[config.mk]
export PLATFORM = sky130hd
export DESIGN_NAME = uart_tx_fifo_drain
export DESIGN_NICKNAME = d
export VERILOG_FILES = /design/src/rtl/uart_pkg.sv /design/src/rtl/uart_baud_tick.sv /design/src/rtl/uart_tx_fifo_drain.sv
export SDC_FILE = /design/constraint.sdc
export NUM_CORES = 1
export LEC_CHECK = 0
export ABC_AREA = 1
export CAP_MARGIN = 15
export CORE_MARGIN = 8
export CORE_UTILIZATION = 40
export DETAILED_ROUTE_END_ITERATION = 10
export MAX_ROUTING_LAYER = met4
export PLACE_DENSITY = 0.67
export SYNTH_ARGS = -nofsm -noshare
export SYNTH_HDL_FRONTEND = slang
export SYNTH_SLANG_ARGS = --single-unit
[constraint.sdc]
create_clock -name clock -period 3.7 [get_ports clock]
set_input_delay 0.37 -clock clock [delete_from_list [all_inputs] [get_ports clock]]
set_output_delay 0.37 -clock clock [all_outputs]
set_load 0.01 [all_outputs]
[src/rtl/uart_pkg.sv]
// uart_pkg: shared UART state encodings and frame constants.
// Parity frames are enabled with the UART_TX_PARITY_EN macro, which widens the state to 3 bits.
package uart_pkg;
`ifdef UART_TX_PARITY_EN
  typedef enum logic [2:0] {IDLE = 3'd0, START = 3'd1, DATA = 3'd2, STOP = 3'd3, PARITY = 3'd4} state_e;
  localparam int FRAME_BITS = 11;
`else
  typedef enum logic [1:0] {IDLE = 2'd0, START = 2'd1, DATA = 2'd2, STOP = 2'd3} state_e;
  localparam int FRAME_BITS = 10;
`endif
  localparam int DEFAULT_BAUD_DIV = 434;
  localparam int DEFAULT_DIV_WIDTH = 16;
endpackage

[src/rtl/uart_baud_tick.sv]
// uart_baud_tick: bit-period divider shared by the UART transmitter and receiver.
// Ports: clock, reset (sync, active-high), restart (clear count), run (count enable),
//        tick (high on the last clock of each BAUD_DIV-clock bit period).
module uart_baud_tick
  import uart_pkg::*;
#(
  parameter int BAUD_DIV  = DEFAULT_BAUD_DIV,
  parameter int DIV_WIDTH = DEFAULT_DIV_WIDTH
) (
  input  logic clock,
  input  logic reset,
  input  logic restart,
  input  logic run,
  output logic tick
);
  logic [DIV_WIDTH-1:0] cnt_q, cnt_d;
  always_comb begin
    tick  = run && cnt_q == DIV_WIDTH'(BAUD_DIV - 1);
    cnt_d = (restart || tick) ? '0 : run ? cnt_q + 1'b1 : cnt_q;
  end
  always_ff @(posedge clock) cnt_q <= reset ? '0 : cnt_d;
endmodule

[src/rtl/uart_tx_fifo_drain.sv]
// uart_tx_fifo_drain: pops bytes from a FWFT FIFO and sends each as a UART frame.
// Ports: clock, reset (sync, active-high), enable (allows a new frame to start),
//        fifo_data/fifo_empty (FIFO head), fifo_deQ (pop strobe, combinational),
//        tx (registered serial line, idle high), busy (frame in flight).
// Macro UART_TX_PARITY_EN adds an even-parity bit after the data bits.
module uart_tx_fifo_drain
  import uart_pkg::*;
#(
  parameter int DATA_WIDTH = 8,
  parameter int BAUD_DIV   = DEFAULT_BAUD_DIV,
  parameter int DIV_WIDTH  = DEFAULT_DIV_WIDTH
) (
  input  logic                  clock,
  input  logic                  reset,
  input  logic                  enable,
  input  logic [DATA_WIDTH-1:0] fifo_data,
  input  logic                  fifo_empty,
  output logic                  fifo_deQ,
  output logic                  tx,
  output logic                  busy
);
  localparam int BW = DATA_WIDTH > 1 ? $clog2(DATA_WIDTH) : 1;
`ifdef UART_TX_PARITY_EN
  localparam state_e AFTER_DATA = PARITY;
`else
  localparam state_e AFTER_DATA = STOP;
`endif
  state_e state_q, state_d;
  logic [DATA_WIDTH-1:0] shift_q, shift_d;
  logic [BW-1:0] bit_q, bit_d;
  logic tx_q, tx_d, tick, last_bit;
`ifdef UART_TX_PARITY_EN
  logic par_q, par_d;
`endif
  // The divider idles at zero in IDLE so every frame starts on a full bit period.
  uart_baud_tick #(.BAUD_DIV(BAUD_DIV), .DIV_WIDTH(DIV_WIDTH)) u_tick (
    .clock   (clock),
    .reset   (reset),
    .restart (state_q == IDLE),
    .run     (state_q != IDLE),
    .tick    (tick)
  );
  always_comb begin
    fifo_deQ = state_q == IDLE && enable && !fifo_empty && !reset;
    last_bit = bit_q == BW'(DATA_WIDTH - 1);
    state_d  = state_q;
    shift_d  = shift_q;
    bit_d    = bit_q;
    if (fifo_deQ) begin
      state_d = START;
      shift_d = fifo_data;
    end else if (tick) begin
      if (state_q == DATA) begin
        shift_d = shift_q >> 1;
        bit_d   = last_bit ? '0 : bit_q + 1'b1;
      end
      state_d = state_q == START ? DATA
              : state_q == DATA  ? (last_bit ? AFTER_DATA : DATA)
              : state_q == STOP  ? IDLE : STOP;
    end
`ifdef UART_TX_PARITY_EN
    par_d = fifo_deQ ? ^fifo_data : par_q;
    tx_d  = state_d == START ? 1'b0 : state_d == DATA ? shift_d[0] : state_d == PARITY ? par_d : 1'b1;
`else
    tx_d  = state_d == START ? 1'b0 : state_d == DATA ? shift_d[0] : 1'b1;
`endif
  end
  // tx is computed from the next state so the line is registered yet aligned with state_q.
  always_ff @(posedge clock) begin
    if (reset) begin
      state_q <= IDLE;
      shift_q <= '0;
      bit_q   <= '0;
      tx_q    <= 1'b1;
    end else begin
      state_q <= state_d;
      shift_q <= shift_d;
      bit_q   <= bit_d;
      tx_q    <= tx_d;
    end
  end
`ifdef UART_TX_PARITY_EN
  always_ff @(posedge clock) par_q <= reset ? 1'b0 : par_d;
`endif
  assign tx   = tx_q;
  assign busy = state_q != IDLE;
endmodule

Yosys cells after proc, flatten, opt, wreduce, memory -nomap -nowiden

Index checks and enable logic that the tools add are counted.

Bits in registers: 30

Add/sub/neg operators: 2
Equal/unequal tests: 7
Bitwise gates (word level): 1
Mux-type cells: 12
Reductions and logical operators: 14

Operators by type and width:

| cell                                                             | number |
|---|---|
| 8-bit 2-to-1 mux                                                 | 3 |
| 16-bit by 1-bit adder with 16-bit output, second input constant  | 1 |
| 16-bit by 9-bit == test with 1-bit output, second input constant | 1 |
| 2-bit 2-to-1 mux                                                 | 5 |
| 2-bit == test, second input constant                             | 3 |
| 2-bit nonzero test                                               | 3 |
| 2-bit by 1-bit == test with 1-bit output, second input constant  | 2 |
| 1-bit logical AND                                                | 4 |
| 3-bit by 1-bit adder with 3-bit output, second input constant    | 1 |
| 3-bit == test, second input constant                             | 1 |
| 1-bit 2-to-1 mux                                                 | 3 |
| 3-bit 2-to-1 mux                                                 | 1 |
| 3-bit AND reduction                                              | 1 |
| 1-bit zero test                                                  | 2 |
| 2-bit zero test                                                  | 1 |
| 2-bit AND reduction                                              | 1 |
| 2-bit OR reduction                                               | 1 |
| 1-bit logical OR                                                 | 1 |
| 1-bit NOT                                                        | 1 |

Longest topological paths before layout

Depth in word-level cells: 9
Mapped depth: 11
Gate-level depth less buffers: 11

Cells and area by module

A second synthesis with hierarchy kept.

Cells, all modules: 253
Area, all modules: 1642.8 µm²

Modules (own cells, without submodules):

| module             | instances | area an instance (µm²) | cells an instance |
|---|---|---|---|
| uart_baud_tick     | 1         | 910.9                  | 144 |
| uart_tx_fifo_drain | 1         | 732.0                  | 109 |

Least setup slack after synthesis

No wires, ideal clock.

Path type: reg2reg
Start: register u_tick.cnt_q[0]
End: register tx_q (netlist: tx)
Setup time: 0.118 ns
Required time: 3.582 ns
Arrival time: 1.214 ns
Stages on the path, launching flop included: 11
Period minus slack after synthesis: 1.332 ns
Setup slack: 2.368 ns
Path buffers: 0
Cells stage by stage: dfxtp_1 -> ha_1 -> nand2_1 -> nor2_4 -> nand3_4 -> nand2_2 -> nor2_1 -> nor2_2 -> nand2_1 -> nand2_1 -> nand2_1

Word-level cells in the longest chain between the ends: 7
Elaborated cells between the ends (all ways): 10

RTL lines:

| item                                          | line                     | text |
|---|---|---|
| start: declaration                            | uart_baud_tick.sv:16     | `logic [DIV_WIDTH-1:0] cnt_q, cnt_d;` |
| start signal: assignment                      | uart_baud_tick.sv:21     | `always_ff @(posedge clock) cnt_q <= reset ? '0 : cnt_d;` |
| 16-bit by 9-bit == test with 1-bit output (*) | uart_baud_tick.sv:18     | `tick = run && cnt_q == DIV_WIDTH'(BAUD_DIV - 1);` |
| 1-bit logical AND (*)                         | uart_baud_tick.sv:18     |  |
| 2-bit 2-to-1 mux                              | uart_tx_fifo_drain.sv:52 | `end else if (tick) begin` |
| 2-bit 2-to-1 mux                              | uart_tx_fifo_drain.sv:49 | `if (fifo_deQ) begin` |
| 2-bit == test                                 | uart_tx_fifo_drain.sv:65 | `tx_d = state_d == START ? 1'b0 : state_d == DATA ? shift_d[0] : 1'b1;` |
| 1-bit 2-to-1 mux                              | uart_tx_fifo_drain.sv:65 |  |
| 1-bit 2-to-1 mux (*)                          | uart_tx_fifo_drain.sv:65 |  |
| end signal: assignment                        | uart_tx_fifo_drain.sv:79 | `tx_q <= tx_d;` |
| end: declaration                              | uart_tx_fifo_drain.sv:31 | `logic tx_q, tx_d, tick, last_bit;` |

Mark *: on every way between the ends. The rest lies on a longest branch, timed or not. The select of a mux whose other input is x is not followed.
A chain may end at the register's enable or synchronous reset.

Worst setup path in the final report

Start: input port reset
End: output port fifo_deQ

Word-level cells in the longest chain between the ends: 2

RTL lines:

| item               | line                     | text |
|---|---|---|
| start: declaration | uart_tx_fifo_drain.sv:14 | `input logic reset,` |
| 1-bit zero test    | uart_tx_fifo_drain.sv:44 | `fifo_deQ = state_q == IDLE && enable && !fifo_empty && !reset;` |
| 1-bit logical AND  | uart_tx_fifo_drain.sv:44 |  |
| end: declaration   | uart_tx_fifo_drain.sv:18 | `output logic fifo_deQ,` |

Every way passes these cells.

==> flow_summary.yaml <==
status:
  outcome: "completed"
clock_network:
  clkTransAtPathRegs_ns: 0.06
  insertion_delay_ns: 0.28
  cts_tree: "yes"
  cts_hold_buf: 0
  cts_resized: 0
  cts_buffers: 5
  clock_tree.root_cell: "clkbuf_8"
  cts_sinks: 30
  cts_setup_buffers: 0
  cts-htree-levels: 2
  clockBufferDepth: 2
synth:
  synth_compound_area_share_pct: 9.052
  netlist_top_cells_count: "nand2_1 (49), dfxtp_1 (30), nor2_1 (29), inv_1 (11), a21oi_1 (10)"
  synth.most_common_cell: "nand2_1"
  yosys_warnings: 0
  synth_cells: 197
  ys_ff_latch: 30
  synth_edf_count: 0
  synth_xor_area_share_pct: 3.553
  synth-seq-area-share_pct: 40.61
  synth.area.top_cells: "dfxtp_1 (41%), nand2_1 (12%), nor2_1 (7.4%), a21oi_1 (3.4%), ha_1 (3.4%)"
  synth_top_area_share_pct: 40.61
  yosys.cell_types.count: 31
  synth_top_flop_cell: "dfxtp_1"
  synth_simple_gate_area_share_pct: 37.99
  synth_mux_area_share_pct: 0
  synth_fa_ha_area_share_pct: 3.384
  syn_area_um2: 1479
  yosys.area.top_type: "dfxtp_1"
  synth_top_family_by_area: "simple AND/OR/NAND/NOR gates"
  synth_area_per_cell_um2: 7.507
  synth_fp_nets: 213
  async_flop_share_pct: 0
finish:
  diodes: 0
  drive_gt1_share_pct: 14.35
  finalNetCount: 232
  area_growth_pct: 18.11
  num-fill-cells: 376
  utilization_pct: 48.44
worst_hold_path:
  holdPathStages: 2
  worst_hold_path_type: "flop to flop"
  min-delay-start: "shift_q[7]"
floorplan:
  initial_core_util_pct: 41.01
  ios: 15
  fp-row-count: 22
  chipHeight_um: 76.81
  die_w_um: 76.81
  fp.dieArea_um2: 5899
  core_area_um2: 3606
routing:
  first_pass_iters: 5
  ant_nets: 0
  wirelength_um: 2832
  drc_errors: 0
  via_per_inst: 4.769
  drt_iter0_drc: 93
  wire_per_inst_um: 10.73
  num_vias: 1259
critical_path:
  crit_type: "primary input to primary output"
  cpMaxStageDelayCell: "clkdlybuf4s50_1"
  crit_start: "reset"
  path_common_cell: "clkdlybuf4s50_1"
  setup.worst_path.end_class: "primary output"
  required_ns: 3.33
  crit_path_start_kind: "primary input"
  r2r_start: "u_tick.cnt_q[1]"
  slowest_delay_ns: 0.59
  worstPathArrival_ns: 2.10
  worst-path-max-fanout: 11
  reg2reg_slack_ns: 2.14
  r2r_cells: 9
  cp_cell_sequence: "clkdlybuf4s50_1 -> inv_1 -> nand3_2 -> inv_2 -> clkdlybuf4s50_1"
sta:
  period_share_pct: 66.74
  final_hold_viol_count: 0
  slew_viol_final: 0
  maxSlewHeadroom_pct: 74.85
  fin_skew_ns: 0.003713
  rsz0062_at_grt: "false"
  tightest_slew_ns: 0.3744
  period_needed_ns: 2.470
  setup_viol: 0
  maxClockFrequency_mhz: 404.9
  final.setup.tns_ns: 0
pwr:
  power_leakage_nw: 0.6863
  pwr_density_cell_nw_per_um2: 349.4
  peakVddDrop_mv: 0.1583
global_routing:
  grt.overflow.total: 0
  grt_pass1_wl_um: 5002
  antenna_found_initial: 0
  grtUsageTotal_pct: 10.74
  grt_pass1_vias: 1223
  grt_max_degree: 15
placed_design:
  dp_hpwl_um: 2170
  gp_congestion: 0.7873
  io_buffers: 14
run:
  drv_cap: 0
## area by class of cell
cell class | count | area [um^2] | area share (%)
Tap cell | 48 | 60.06 | 3.438
Sequential cell | 30 | 600.6 | 34.38
Timing Repair Buffer | 14 | 140.1 | 8.023
Clock inverter | 2 | 10.01 | 0.5731
Clock buffer | 5 | 68.82 | 3.940
Multi-Input combinational cell | 147 | 798.3 | 45.70
Inverter | 18 | 68.82 | 3.940
## power breakdown
group / internal (mW) / switching (mW) / leakage, nW
Clock: 0.126 / 0.118 / 0.0438
Combinational: 0.0189 / 0.0172 / 0.400
Sequential: 0.328 / 0.00305 / 0.242
## state kept, by name, indices dropped and copies added, names as in the netlist
| register | count |
|---|---|
| u_tick.cnt_q | 16 |
| shift_q | 8 |
| bit_q | 3 |
| state_q | 2 |
| tx | 1 |
## cells by family (layout without fill, tap and decap cells)
family / after synthesis / after routing
flops: 30 / 30
buf+inv: 20 / 39
xor+xnor: 6 / 6
compound gates: 24 / 24
simple gates: 113 / 113
fa+ha+maj: 4 / 4
## cells in the final DEF, fill, tap and decap left out, types with 2 or more instances in the layout
master,instances
nand2_1,49
dfxtp_1,30
nor2_1,29
clkdlybuf4s50_1,14
inv_1,11
a21oi_1,10
a31oi_1,7
inv_2,6
nand4_1,6
nand2_2,5
clkbuf_8,5
nor2_2,4
nand3_1,4
xor2_1,4
ha_1,4
clkinv_2,3
o21ai_1,3
nor3_1,3
o21ai_0,3
nand3_2,2
nand3b_1,2
and3_1,2
xnor2_1,2
## per-layer routing
layer	GRT usage [%]	up-vias	part of all wire, %
met3	3.497	7	3.6
met1	11.23	551	47
met5	-	-	0
met4	6.923	0	2.6
met2	17.08	24	47
li1	-	677	-
## per-stage QoR
stage | setup slack (ns) | cell area [um^2] | hold WS (ns) | total power [mW] | instances
6_report | 1.230 | 1747 | 0.4587 | 0.6102 | 264
5_1_grt | 1.071 | 1747 | 0.4985 | 0.6376 | 264
4_1_cts | 1.205 | 1747 | 0.4663 | 0.6191 | 264
3_5_place_dp | 1.213 | 1668 | 0.4575 | 0.3744 | 257
3_3_place_gp | 1.254 | 1668 | 0.4507 | 0.3744 | 257
2_1_floorplan | 2.368 | 1479 | 0.4331 | 0.3556 | 197
## path summary, 6_finish.rpt
check,endpoint
worst max-delay path,fifo_deQ
worst min-delay path,shift_q[7]
worst max register to register,u_tick.cnt_q[7]
worst min register to register,shift_q[7]
## worst max-delay path: cells and delay by family
kind | cells | cell delay [ns]
and+or+nand+nor | 1 | 0.16
buffers and inverters | 4 | 1.57
Power figures use the tool's default switching activity.
